### src/rtl/imm_ext_pkg.sv
// imm_ext_pkg: shared opcodes and buffer states
// for the decode-stage immediate extender.
package imm_ext_pkg;

    localparam logic [2:0] EXT_ZERO   = 3'b000;
    localparam logic [2:0] EXT_SIGN   = 3'b001;
    localparam logic [2:0] EXT_UPPER  = 3'b010;
    localparam logic [2:0] EXT_BRANCH = 3'b011;

    typedef enum logic [1:0] {
        EMPTY = 2'd0,
        FULL  = 2'd1,
        SKID  = 2'd2
    } buf_state_t;

endpackage

### src/rtl/imm_ext_if.sv
// imm_ext_if: valid/ready bundle between the
// immediate producer, the extender and its consumer.
interface imm_ext_if #(
    parameter int DATA_W = 32,
    parameter int IMM_W  = 16
);
    logic              in_valid;
    logic              in_ready;
    logic [IMM_W-1:0]  immediate;
    logic [2:0]        ext_op;
    logic              out_valid;
    logic              out_ready;
    logic [DATA_W-1:0] result;
    logic              out_err;

    modport master (
        output in_valid, immediate, ext_op, out_ready,
        input  in_ready, out_valid, result, out_err
    );

    modport slave (
        input  in_valid, immediate, ext_op, out_ready,
        output in_ready, out_valid, result, out_err
    );
endinterface

### src/rtl/imm_ext_core.sv
// imm_ext_core: combinational immediate extension;
// undefined opcodes give zero with err set.
module imm_ext_core
    import imm_ext_pkg::*;
#(
    parameter int DATA_W = 32,
    parameter int IMM_W  = 16
) (
    input  logic [IMM_W-1:0]  immediate,
    input  logic [2:0]        ext_op,
    output logic [DATA_W-1:0] result,
    output logic              err
);
    localparam int N = DATA_W - IMM_W;

    logic [DATA_W-1:0] sext;

    assign sext = {{N{immediate[IMM_W-1]}}, immediate};

    always_comb begin
        result = '0;
        err    = 1'b0;
        unique case (ext_op)
            EXT_ZERO:   result = {{N{1'b0}}, immediate};
            EXT_SIGN:   result = sext;
            EXT_UPPER:  result = {immediate, {N{1'b0}}};
            EXT_BRANCH: result = {sext[DATA_W-3:0], 2'b00};
            default:    err    = 1'b1;
        endcase
    end
endmodule

### src/rtl/imm_ext_pipe.sv
// imm_ext_pipe: registered immediate extender with
// a two-entry skid buffer and redirect flush.
module imm_ext_pipe
    import imm_ext_pkg::*;
#(
    parameter int DATA_W = 32,
    parameter int IMM_W  = 16
) (
    input  logic      clk,
    input  logic      reset,
    input  logic      flush,
    imm_ext_if.slave  io
);
    buf_state_t        state_q, state_d;
    logic [DATA_W-1:0] main_res_q, main_res_d;
    logic              main_err_q, main_err_d;
    logic [DATA_W-1:0] skid_res_q, skid_res_d;
    logic              skid_err_q, skid_err_d;
    logic [DATA_W-1:0] ext_res;
    logic              ext_err;
    logic              acc;
    logic              drn;

    imm_ext_core #(
        .DATA_W (DATA_W),
        .IMM_W  (IMM_W)
    ) u_core (
        .immediate (io.immediate),
        .ext_op    (io.ext_op),
        .result    (ext_res),
        .err       (ext_err)
    );

    assign io.in_ready  = (state_q != SKID);
    assign io.out_valid = (state_q != EMPTY);
    assign io.result    = main_res_q;
    assign io.out_err   = main_err_q;

    // a flushed input is never accepted, even with in_ready high
    assign acc = io.in_valid && io.in_ready && !flush;
    assign drn = io.out_valid && io.out_ready;

    always_comb begin
        state_d    = state_q;
        main_res_d = main_res_q;
        main_err_d = main_err_q;
        skid_res_d = skid_res_q;
        skid_err_d = skid_err_q;
        if (flush) begin
            state_d = EMPTY;
        end else begin
            unique case (state_q)
                EMPTY: begin
                    if (acc) begin
                        main_res_d = ext_res;
                        main_err_d = ext_err;
                        state_d    = FULL;
                    end
                end
                FULL: begin
                    if (acc && drn) begin
                        main_res_d = ext_res;
                        main_err_d = ext_err;
                    end else if (acc) begin
                        skid_res_d = ext_res;
                        skid_err_d = ext_err;
                        state_d    = SKID;
                    end else if (drn) begin
                        state_d = EMPTY;
                    end
                end
                SKID: begin
                    if (drn) begin
                        main_res_d = skid_res_q;
                        main_err_d = skid_err_q;
                        state_d    = FULL;
                    end
                end
                default: state_d = EMPTY;
            endcase
        end
    end

    always_ff @(posedge clk) begin
        if (reset) begin
            state_q    <= EMPTY;
            main_res_q <= '0;
            main_err_q <= 1'b0;
            skid_res_q <= '0;
            skid_err_q <= 1'b0;
        end else begin
            state_q    <= state_d;
            main_res_q <= main_res_d;
            main_err_q <= main_err_d;
            skid_res_q <= skid_res_d;
            skid_err_q <= skid_err_d;
        end
    end
endmodule

### src/flat_wrapper.sv
// flat-port wrapper written by rule: the top's interface ports become plain ports
module imm_ext_pipe_flat import imm_ext_pkg::*;
#(
    parameter int DATA_W = 32,
    parameter int IMM_W  = 16
)
  (clk, reset, flush, io_in_valid, io_immediate, io_ext_op, io_out_ready, io_in_ready, io_out_valid, io_result, io_out_err);
  imm_ext_if #(.DATA_W(DATA_W), .IMM_W(IMM_W)) io_i ();
  input  logic clk;
  input  logic reset;
  input  logic flush;
  input wire logic [$bits(io_i.in_valid)-1:0] io_in_valid;
  input wire logic [$bits(io_i.immediate)-1:0] io_immediate;
  input wire logic [$bits(io_i.ext_op)-1:0] io_ext_op;
  input wire logic [$bits(io_i.out_ready)-1:0] io_out_ready;
  output wire logic [$bits(io_i.in_ready)-1:0] io_in_ready;
  output wire logic [$bits(io_i.out_valid)-1:0] io_out_valid;
  output wire logic [$bits(io_i.result)-1:0] io_result;
  output wire logic [$bits(io_i.out_err)-1:0] io_out_err;
  assign io_i.in_valid = io_in_valid;
  assign io_i.immediate = io_immediate;
  assign io_i.ext_op = io_ext_op;
  assign io_i.out_ready = io_out_ready;
  assign io_in_ready = io_i.in_ready;
  assign io_out_valid = io_i.out_valid;
  assign io_result = io_i.result;
  assign io_out_err = io_i.out_err;
  imm_ext_pipe #(.DATA_W(DATA_W), .IMM_W(IMM_W)) u_core (.clk(clk), .reset(reset), .flush(flush), .io(io_i));
endmodule
### config.mk
export PLATFORM = sky130hd
export DESIGN_NAME = imm_ext_pipe_flat
export DESIGN_NICKNAME = d
export VERILOG_FILES = /design/src/rtl/imm_ext_pkg.sv /design/src/rtl/imm_ext_if.sv /design/src/rtl/imm_ext_core.sv /design/src/rtl/imm_ext_pipe.sv /design/src/flat_wrapper.sv
export SDC_FILE = /design/constraint.sdc
export NUM_CORES = 1
export LEC_CHECK = 0
export ABC_AREA = 1
export CORE_MARGIN = 10
export CORE_UTILIZATION = 56
export DETAILED_ROUTE_END_ITERATION = 7
export GPL_TIMING_DRIVEN = 0
export HOLD_SLACK_MARGIN = 0.08
export PLACE_DENSITY_LB_ADDON = 0.12
export SETUP_SLACK_MARGIN = 0.3
export SKIP_LAST_GASP = 1
export SYNTH_ARGS = -nofsm -noshare
export SYNTH_HDL_FRONTEND = slang
export SYNTH_SLANG_ARGS = --single-unit
### constraint.sdc
create_clock -name clk -period 4.43 [get_ports clk]
set_clock_uncertainty 0.2 [all_clocks]
set_input_delay 0.6645 -clock clk [delete_from_list [all_inputs] [get_ports clk]]
set_output_delay 0.6645 -clock clk [all_outputs]
set_load 0.01 [all_outputs]
# After elaboration in Yosys (flattened, before gate mapping)
# Index checks and enable logic that the tools add are counted.
dict set report word_totals {
  out_inout_bits 35
  reg_bits 68
  wordCells 48
  inputBits 24
}
dict set report op_classes {
  n_reduce_logical 14
  muxes 16
  n_eq_ne 11
  bitwise 2
}
# operator n
set ops {}
lappend ops {{32-bit one-hot mux with 4 select lines} 1}
lappend ops {{32-bit two-way mux} 3}
lappend ops {{32-bit one-hot mux with 3 select lines} 1}
lappend ops {{2-bit two-way mux} 5}
lappend ops {{4-bit AND reduction} 2}
lappend ops {{3-bit by 2-bit == test with 1-bit output, second input constant} 2}
lappend ops {{2-bit by 1-bit inequality test with 1-bit output, second input constant} 3}
lappend ops {{2-bit one-hot mux with 3 select lines} 1}
lappend ops {{5-bit AND reduction} 1}
lappend ops {{1-bit logical AND} 4}
lappend ops {{1-bit two-way mux} 4}
lappend ops {{2-bit inequality test, second input constant} 2}
lappend ops {{4-bit OR reduction} 1}
lappend ops {{3-bit by 1-bit == test with 1-bit output, second input constant} 1}
lappend ops {{3-bit zero test} 1}
lappend ops {{3-bit by 1-bit inequality test with 1-bit output, second input constant} 1}
lappend ops {{1-bit one-hot mux with 3 select lines} 1}
lappend ops {{3-bit nonzero test} 1}
lappend ops {{2-bit by 1-bit == test with 1-bit output, second input constant} 1}
lappend ops {{2-bit == test, second input constant} 1}
lappend ops {{2-bit zero test} 1}
lappend ops {{1-bit NOT} 2}
lappend ops {{2-bit nonzero test} 1}
lappend ops {{2-bit OR reduction} 1}
lappend ops {{1-bit zero test} 1}

# Longest topological paths before layout
# Gate-level depths: netlist of run 1.
dict set report depth {
  depth_word 6
  ltp_mapped 11
}

# Hierarchy
# From an unflattened synthesis of run 1, not the netlist that was laid out.
dict set report unflattened {
  cells_unflattened 607
  area_unflattened_um2 3704.8
}
# mod n_inst cells_each area_per_inst_um2
set modules_own_cells {}
lappend modules_own_cells {imm_ext_pipe 1 528 3357.0}
lappend modules_own_cells {imm_ext_core 1 79 347.8}

# Worst setup path after synthesis of run 1
# OpenSTA, ideal clock, no wires.
dict set report synth_timing {
  path_type {input to register}
  from {input port io_ext_op[1]}
  to {register u_core.main_res_q[10] (netlist: u_core.io.result[10])}
  arrival_time_ns 1.543
  setup_time_ns 0.116
  slack_ns 2.571
  path_buffers 2
  path_stages 11
  t_required_ns 4.114
  cell_sequence {buf_2 inv_1 nand2_1 inv_1 buf_4 nand2_1 o21ai_0 nand2_1 nand2_1 nor2_1 nor2_1}
}
dict set report synth_via {
  elab_chain_len 4
}
# item line
set synth_lines {}
lappend synth_lines {{from (decl)} flat_wrapper.sv:14} ;# input wire logic [$bits(io_i.ext_op)-1:0] io_ext_op;
lappend synth_lines {{3-bit by 2-bit == test with 1-bit output, or another cell as far along} imm_ext_core.sv:23} ;# unique case (ext_op)
lappend synth_lines {{32-bit one-hot mux with 4 select lines (*)} imm_ext_core.sv:23}
lappend synth_lines {{32-bit two-way mux, on equally long branches} {imm_ext_pipe.sv:61, imm_ext_pipe.sv:54}}
lappend synth_lines {{32-bit one-hot mux with 3 select lines (*)} imm_ext_pipe.sv:52} ;# unique case (state_q)
lappend synth_lines {{to (signal assigned)} imm_ext_pipe.sv:93} ;# main_res_q <= main_res_d;
lappend synth_lines {{to (decl)} imm_ext_pipe.sv:15} ;# logic [DATA_W-1:0] main_res_q, main_res_d;
# Mark *: on every way between the ends. The rest lies on a longest branch, timed or not. The select of a mux whose other input is x is not followed.
# A chain may end at the register's enable or synchronous reset.

# Worst setup path in the final report of run 1
dict set report layout_timing {
  from {register u_core.state_q[0]}
  to {output port io_in_ready}
}
dict set report layout_via {
  elab_chain_len 1
}
# item line
set layout_lines {}
lappend layout_lines {{from (decl)} imm_ext_pipe.sv:14} ;# buf_state_t state_q, state_d;
lappend layout_lines {{from (signal assigned)} imm_ext_pipe.sv:92} ;# state_q <= state_d;
lappend layout_lines {{2-bit inequality test} imm_ext_pipe.sv:34} ;# assign io.in_ready = (state_q != SKID);
lappend layout_lines {{to (decl)} flat_wrapper.sv:16} ;# output wire logic [$bits(io_i.in_ready)-1:0] io_in_ready;
# No other way between the ends.

==> impl_metrics.tcl, run 1 <==
set metrics [dict create \
    status "complete, no violations" \
    drc 0 \
    overflow 0 \
    mostFrequentLayoutCell "nand2_1" \
    postSynthAreaPerCell_um2 6.50 \
    drt-initial-drc-count 227 \
    grt_max_degree 13 \
    setup_viol 0 \
    total_power_uw 1380 \
    vias_per_cell 5.30 \
    crit_path_start_kind "flop" \
    synthXorXnorAreaFrac 0 \
    synthAdderAreaFrac 0 \
    final_area_mm2 0.00407 \
    comb_power_share 0.116 \
    irDropWorstVdd_v 0.000310 \
    synth_compound_area_frac 0.168 \
    placed_cell_area_mm2 0.00385 \
    worstMarginPinSlew_ns 0.617 \
    p_switching_uw 354 \
    crit_required_ns 3.57 \
    synth-seq-cells 68 \
    postCtsHoldBufs 0 \
    ys_warn_count 0 \
    num_io_pins 59 \
    drive_gt1_frac 0.0764 \
    area_growth_pct 27.8 \
    cellInternalPower_uw 1030 \
    fmax_ghz 0.363 \
    syn_area_mm2 0.00319 \
    timing.final.crit_share 0.621 \
    p_seq_frac 0.459 \
    clkLatencyLatePin_ns 0.36 \
    worstPathArrival_ns 1.89 \
    use_met1 0.252 \
    p_per_area_mw_per_mm2 339 \
    rsz0062_at_grt "no" \
    clock-sinks 68 \
    synth_top_family_by_area "simple AND/OR/NAND/NOR gates" \
    synth.area.mux_share 0 \
    die_area_mm2 0.00910 \
    hold_viol_final 0 \
    n_fill_cell 451 \
    grt.busiest_layer "met2" \
    grt_pass1_vias 3170 \
    wl_um 9300 \
    ys_types 24 \
    relSlewSlack 0.588 \
    gp_congestion 0.909 \
    hold_slack_ns 0.250 \
    post-cts-setup-buffers 0 \
    start_util 0.579 \
    die_w_um 95.4 \
    p_clk_frac 0.425 \
    reg2reg_depth 8 \
    synthSimpleGateAreaFrac 0.320 \
    use_met2 0.355 \
    wire_per_inst_um 14.6 \
    syn_nets 514 \
    insertedDiodeCount 0 \
    globalRouteTotalUtil 0.210 \
    cts_made_buffers 9 \
    nets 582 \
    slew_violations 0 \
    cts-resized-gates 0 \
    grt_use_met3 0.0526 \
    final_antenna_net_count 0 \
    cap_viol_max_count 0 \
    fp-row-count 27 \
    swShare 0.256 \
    final_cell_mix "nand2_1 (170), nor2_1 (72), dfxtp_1 (68)" \
    die_h_um 95.4 \
    dp_hpwl_um 6710 \
    cts.reportedPaths.clkPinSlew_ns 0.08 \
    cp-end-kind "output port" \
    clock_tree.root_cell "clkbuf_8" \
    drt-pass1-iter-count 6 \
    core-area_mm2 0.00551 \
    seq_area_frac_synth 0.427 \
    ctsLongestPathBuffers 2 \
    htreeDepth 3 \
    grt_antenna_before_repair 0 \
    worst_hold_path.num_cells 2 \
    syn_inst 490 \
    grt_pass1_wl_um 15100 \
    path_class "reg2out" \
    port_buffers 57 \
    hold_class "reg2reg" \
    tns_ns 0 \
    period_needed_ns 2.75 \
    crit_fanout 10 \
    cts_tree "built" \
    vias 3364 \
    p_leak_uw 0.00174 \
]
==> flip-flops by register name, indices dropped and copies added (netlist names) <==
register / cells
u_core.state_q: 2
u_core.skid_res_q: 32
u_core.io.result: 32
u_core.skid_err_q: 1
u_core.io.out_err: 1
==> metal layers <==
layer / vias to the layer above / wire (um)
li1: 1685 / -
met1: 1513 / 4050
met2: 146 / 4340
met3: 20 / 760
met4: 0 / 155
met5: - / 0
==> cell families (layout without fill, tap and decap cells) <==
logic type,count (synthesis),in the layout
buffers and inverters,59,132
flip-flops,68,68
AO/OA/AOI/OAI,104,104
AND/OR/NAND/NOR,259,259
==> critical path: stages, from the launching register on <==
cell and delay, ns:
dfxtp_1 0.46, nor2_4 0.12, inv_2 0.12, buf_2 0.25
clkdlybuf4s50_1 0.58
==> layout make-up <==
cell class / count / area, um^2 / area share
inverter: 29 / 109 / 0.0267
buffer: 30 / 161 / 0.0396
clock buffer: 10 / 138 / 0.0338
sequential: 68 / 1360 / 0.334
timing repair buffer: 57 / 571 / 0.140
clock inverter: 6 / 87.6 / 0.0215
tap: 72 / 90.1 / 0.0221
multi-input combinational: 363 / 1550 / 0.382
==> path summary, 6_finish.rpt <==
path	slack (ns)	endpoint	startpoint
setup / recovery	1.68	io_in_ready	u_core.state_q[0]
hold / removal	0.25	u_core.skid_err_q	u_core.skid_err_q
setup reg to reg	2.65	u_core.io.result[4]	u_core.state_q[1]
hold reg to reg	0.25	u_core.skid_err_q	u_core.skid_err_q
==> power by group through the flow <==
stage          sequential [uW]  combinational, uW  clock [uW]
2_1_floorplan              655               73.0           0
3_3_place_gp               648                155           0
3_5_place_dp               649                157           0
4_1_cts                    635                159         585
5_1_grt                    636                177         617
6_report                   634                160         588
==> cell usage after synthesis (all sizes together) <==
cell	instances	area, um^2
o21ai	67	335
inv	29	109
nor3	2	10.0
nand3	7	40.0
o211ai	1	7.51
nor2	74	288
clkbuf	15	57.6
nand2	171	644
or2	1	6.26
a21oi	36	191
dfxtp	68	1360
buf	15	104
nand4	4	31.3
==> through the flow <==
stage               worst slack, ns  utilization  instances
floorplan                      2.57            -        490
global placement               1.86        0.698        619
detailed placement             1.84        0.698        619
CTS                            1.69        0.739        635
global route                   1.57        0.739        635
finish                         1.68        0.739        635
(Power assumes the default switching activity.)
==> run 2, diff against run 1 <==
--- a/config.mk
+++ b/config.mk
@@ -7,7 +7,7 @@
 export LEC_CHECK = 0
 export ABC_AREA = 1
 export CORE_MARGIN = 10
-export CORE_UTILIZATION = 56
+export CORE_UTILIZATION = 52
 export DETAILED_ROUTE_END_ITERATION = 7
 export GPL_TIMING_DRIVEN = 0
 export HOLD_SLACK_MARGIN = 0.08
==> constraint.sdc (replaced) <==
create_clock -name clk -period 2.75 [get_ports clk]
set_clock_uncertainty 0.2 [all_clocks]
set_input_delay 0.4125 -clock clk [delete_from_list [all_inputs] [get_ports clk]]
set_output_delay 0.4125 -clock clk [all_outputs]
set_load 0.01 [all_outputs]
==> impl_metrics.tcl, run 2 (synthesis results as in run 1) <==
set metrics [dict create \
    wire_per_inst_um 13.9 \
    p_seq_frac 0.509 \
    cp-end-kind "output port" \
    clock-sinks 68 \
    final_antenna_net_count 0 \
    num_io_pins 59 \
    crit_fanout 10 \
    mostFrequentLayoutCell "nand2_1" \
    stdcell_count 637 \
    drt-initial-drc-count 211 \
    drc 0 \
    n_fill_cell 524 \
    hold_start "u_core.skid_err_q" \
    fp-row-count 28 \
    cts_made_buffers 9 \
    cp_cell_sequence "inv_2 > nor2_4 > inv_2 > buf_4 > clkdlybuf4s50_1" \
    port_buffers 57 \
    p_per_area_mw_per_mm2 499 \
    p_switching_uw 516 \
    max_stage_delay_ns 0.49 \
    worstReg2RegEnd "u_core.io.result[23]" \
    period_needed_ns 2.36 \
    final_cell_mix "nand2_1 (170), nor2_1 (72), dfxtp_1 (67)" \
    grt_pass1_wl_um 14500 \
    cap_viol_max_count 0 \
    core-area_mm2 0.00592 \
    reg2reg_from "u_core.state_q[1]" \
    gp_congestion 0.919 \
    status "complete, no violations" \
    vias 3278 \
    relSlewSlack 0.651 \
    cellInternalPower_uw 1490 \
    drt-pass1-iter-count 5 \
    timing.final.crit_share 0.858 \
    die_area_mm2 0.00966 \
    setup_viol 0 \
    area_growth_pct 26.3 \
    hold_class "reg2reg" \
    crit_family "buffers and inverters" \
    wl_um 8860 \
    rsz0062_at_grt "no" \
    p_clk_frac 0.364 \
    p_leak_uw 0.00173 \
    path_class "reg2out" \
    cts.reportedPaths.clkPinSlew_ns 0.07 \
    die_w_um 98.3 \
    insertedDiodeCount 0 \
    fmax_ghz 0.424 \
    dp_hpwl_um 6610 \
    grt_max_degree 11 \
    die_h_um 98.3 \
    drive_gt1_frac 0.0730 \
    endpoint "io_in_ready" \
    worstPathArrival_ns 1.75 \
    crit_path_start_kind "flop" \
    grt_pass1_vias 3100 \
    post-cts-setup-buffers 0 \
    reg2reg_depth 7 \
    worstSetupPathDepth 5 \
    nets 582 \
    crit_start "u_core.state_q[1]" \
    r2r_slack_ns 1.01 \
    worstMarginPinSlew_ns 0.524 \
    crit_top_cell "inv_2" \
    cts_tree "built" \
    overflow 0 \
    crit_required_ns 2.14 \
    crit_buf_inv 4 \
    dpl.cell_count 622 \
    clkLatencyLatePin_ns 0.35 \
    tns_ns 0 \
    swShare 0.257 \
    globalRouteTotalUtil 0.181 \
    slew_violations 0 \
    irDropWorstVdd_v 0.000324 \
    grt_antenna_before_repair 0 \
    comb_power_share 0.127 \
    crit_path_top_delay_cell "clkdlybuf4s50_1" \
    start_util 0.538 \
    ctsLongestPathBuffers 2 \
    hold_slack_ns 0.248 \
    vias_per_cell 5.15 \
    clock_tree.root_cell "clkbuf_8" \
    htreeDepth 3 \
    hold_viol_final 0 \
]
[run 2: cell count changes in the layout (fill, tap and decap cells not counted), sizes merged]
cell / change
bufinv: -2
clkinv: +1
clkbuf: +3
clkinvlp: -3
[run 2: timing repair]
| action | CTS | global route |
|---|---|---|
| hold buffers | 0 | 0 |
| gates resized for setup | 1 | 1 |
| pin swaps | 0 | 0 |
| setup endpoints to repair | 1 | 1 |
[run 2: worst register-to-register path: cells and delay by family, from the launching register on]
| family | cells | cell delay, ns |
|---|---|---|
| AOI/OAI and AO/OA | 2 | 0.45 |
| buffers and inverters | 2 | 0.26 |
| DFF | 1 | 0.33 |
| and+or+nand+nor | 3 | 0.42 |
[run 2: final cells by class]
cell class                      count  area (um^2)  share of cell area
Sequential cell                    68         1360               0.339
Timing Repair Buffer               57          571               0.142
Inverter                           29          109              0.0271
Buffer                             30          164              0.0407
Multi-Input combinational cell    363         1550               0.386
Clock buffer                       13          159              0.0395
Tap cell                           75         93.8              0.0233
Clock inverter                      2         10.0             0.00249
[run 2: worst min-delay path by stage]
| stage | endpoint | slack, ns | depth (start not counted) |
|---|---|---|---|
| after floorplan | u_core.skid_err_q | 0.22 | 2 |
| after detailed placement | u_core.skid_err_q | 0.24 | 2 |
| final | u_core.skid_err_q | 0.25 | 2 |
| after global placement | u_core.skid_err_q | 0.23 | 2 |
| after global routing | u_core.skid_res_q[31] | 0.27 | 2 |
| after CTS | u_core.skid_err_q | 0.25 | 2 |
[run 2: routing by layer]
metal | wire [um] | up-vias | global-route usage
met2 | 4060 | 139 | 0.287
met3 | 841 | 16 | 0.0662
li1 | - | 1676 | -
met5 | 0 | - | 0
met1 | 3790 | 1447 | 0.216
met4 | 177 | 0 | 0.0761
[run 2: power by group through the flow]
stage	combinational, uW	clock (uW)	sequential [uW]
5_1_grt	281	773	1030
6_report	254	732	1020
2_1_floorplan	118	0	1060
3_5_place_dp	253	0	1040
4_1_cts	254	743	1020
3_3_place_gp	251	0	1040
[run 2: metrics by stage]
stage	power (uW)	cell area, um^2	setup WS (ns)	util
6_report	2010	4020	0.391	0.679
5_1_grt	2080	4020	0.317	0.679
4_1_cts	2020	4020	0.340	0.679
3_5_place_dp	1300	3850	0.406	0.650
3_3_place_gp	1290	3850	0.432	0.650
2_1_floorplan	1170	3190	1.14	-
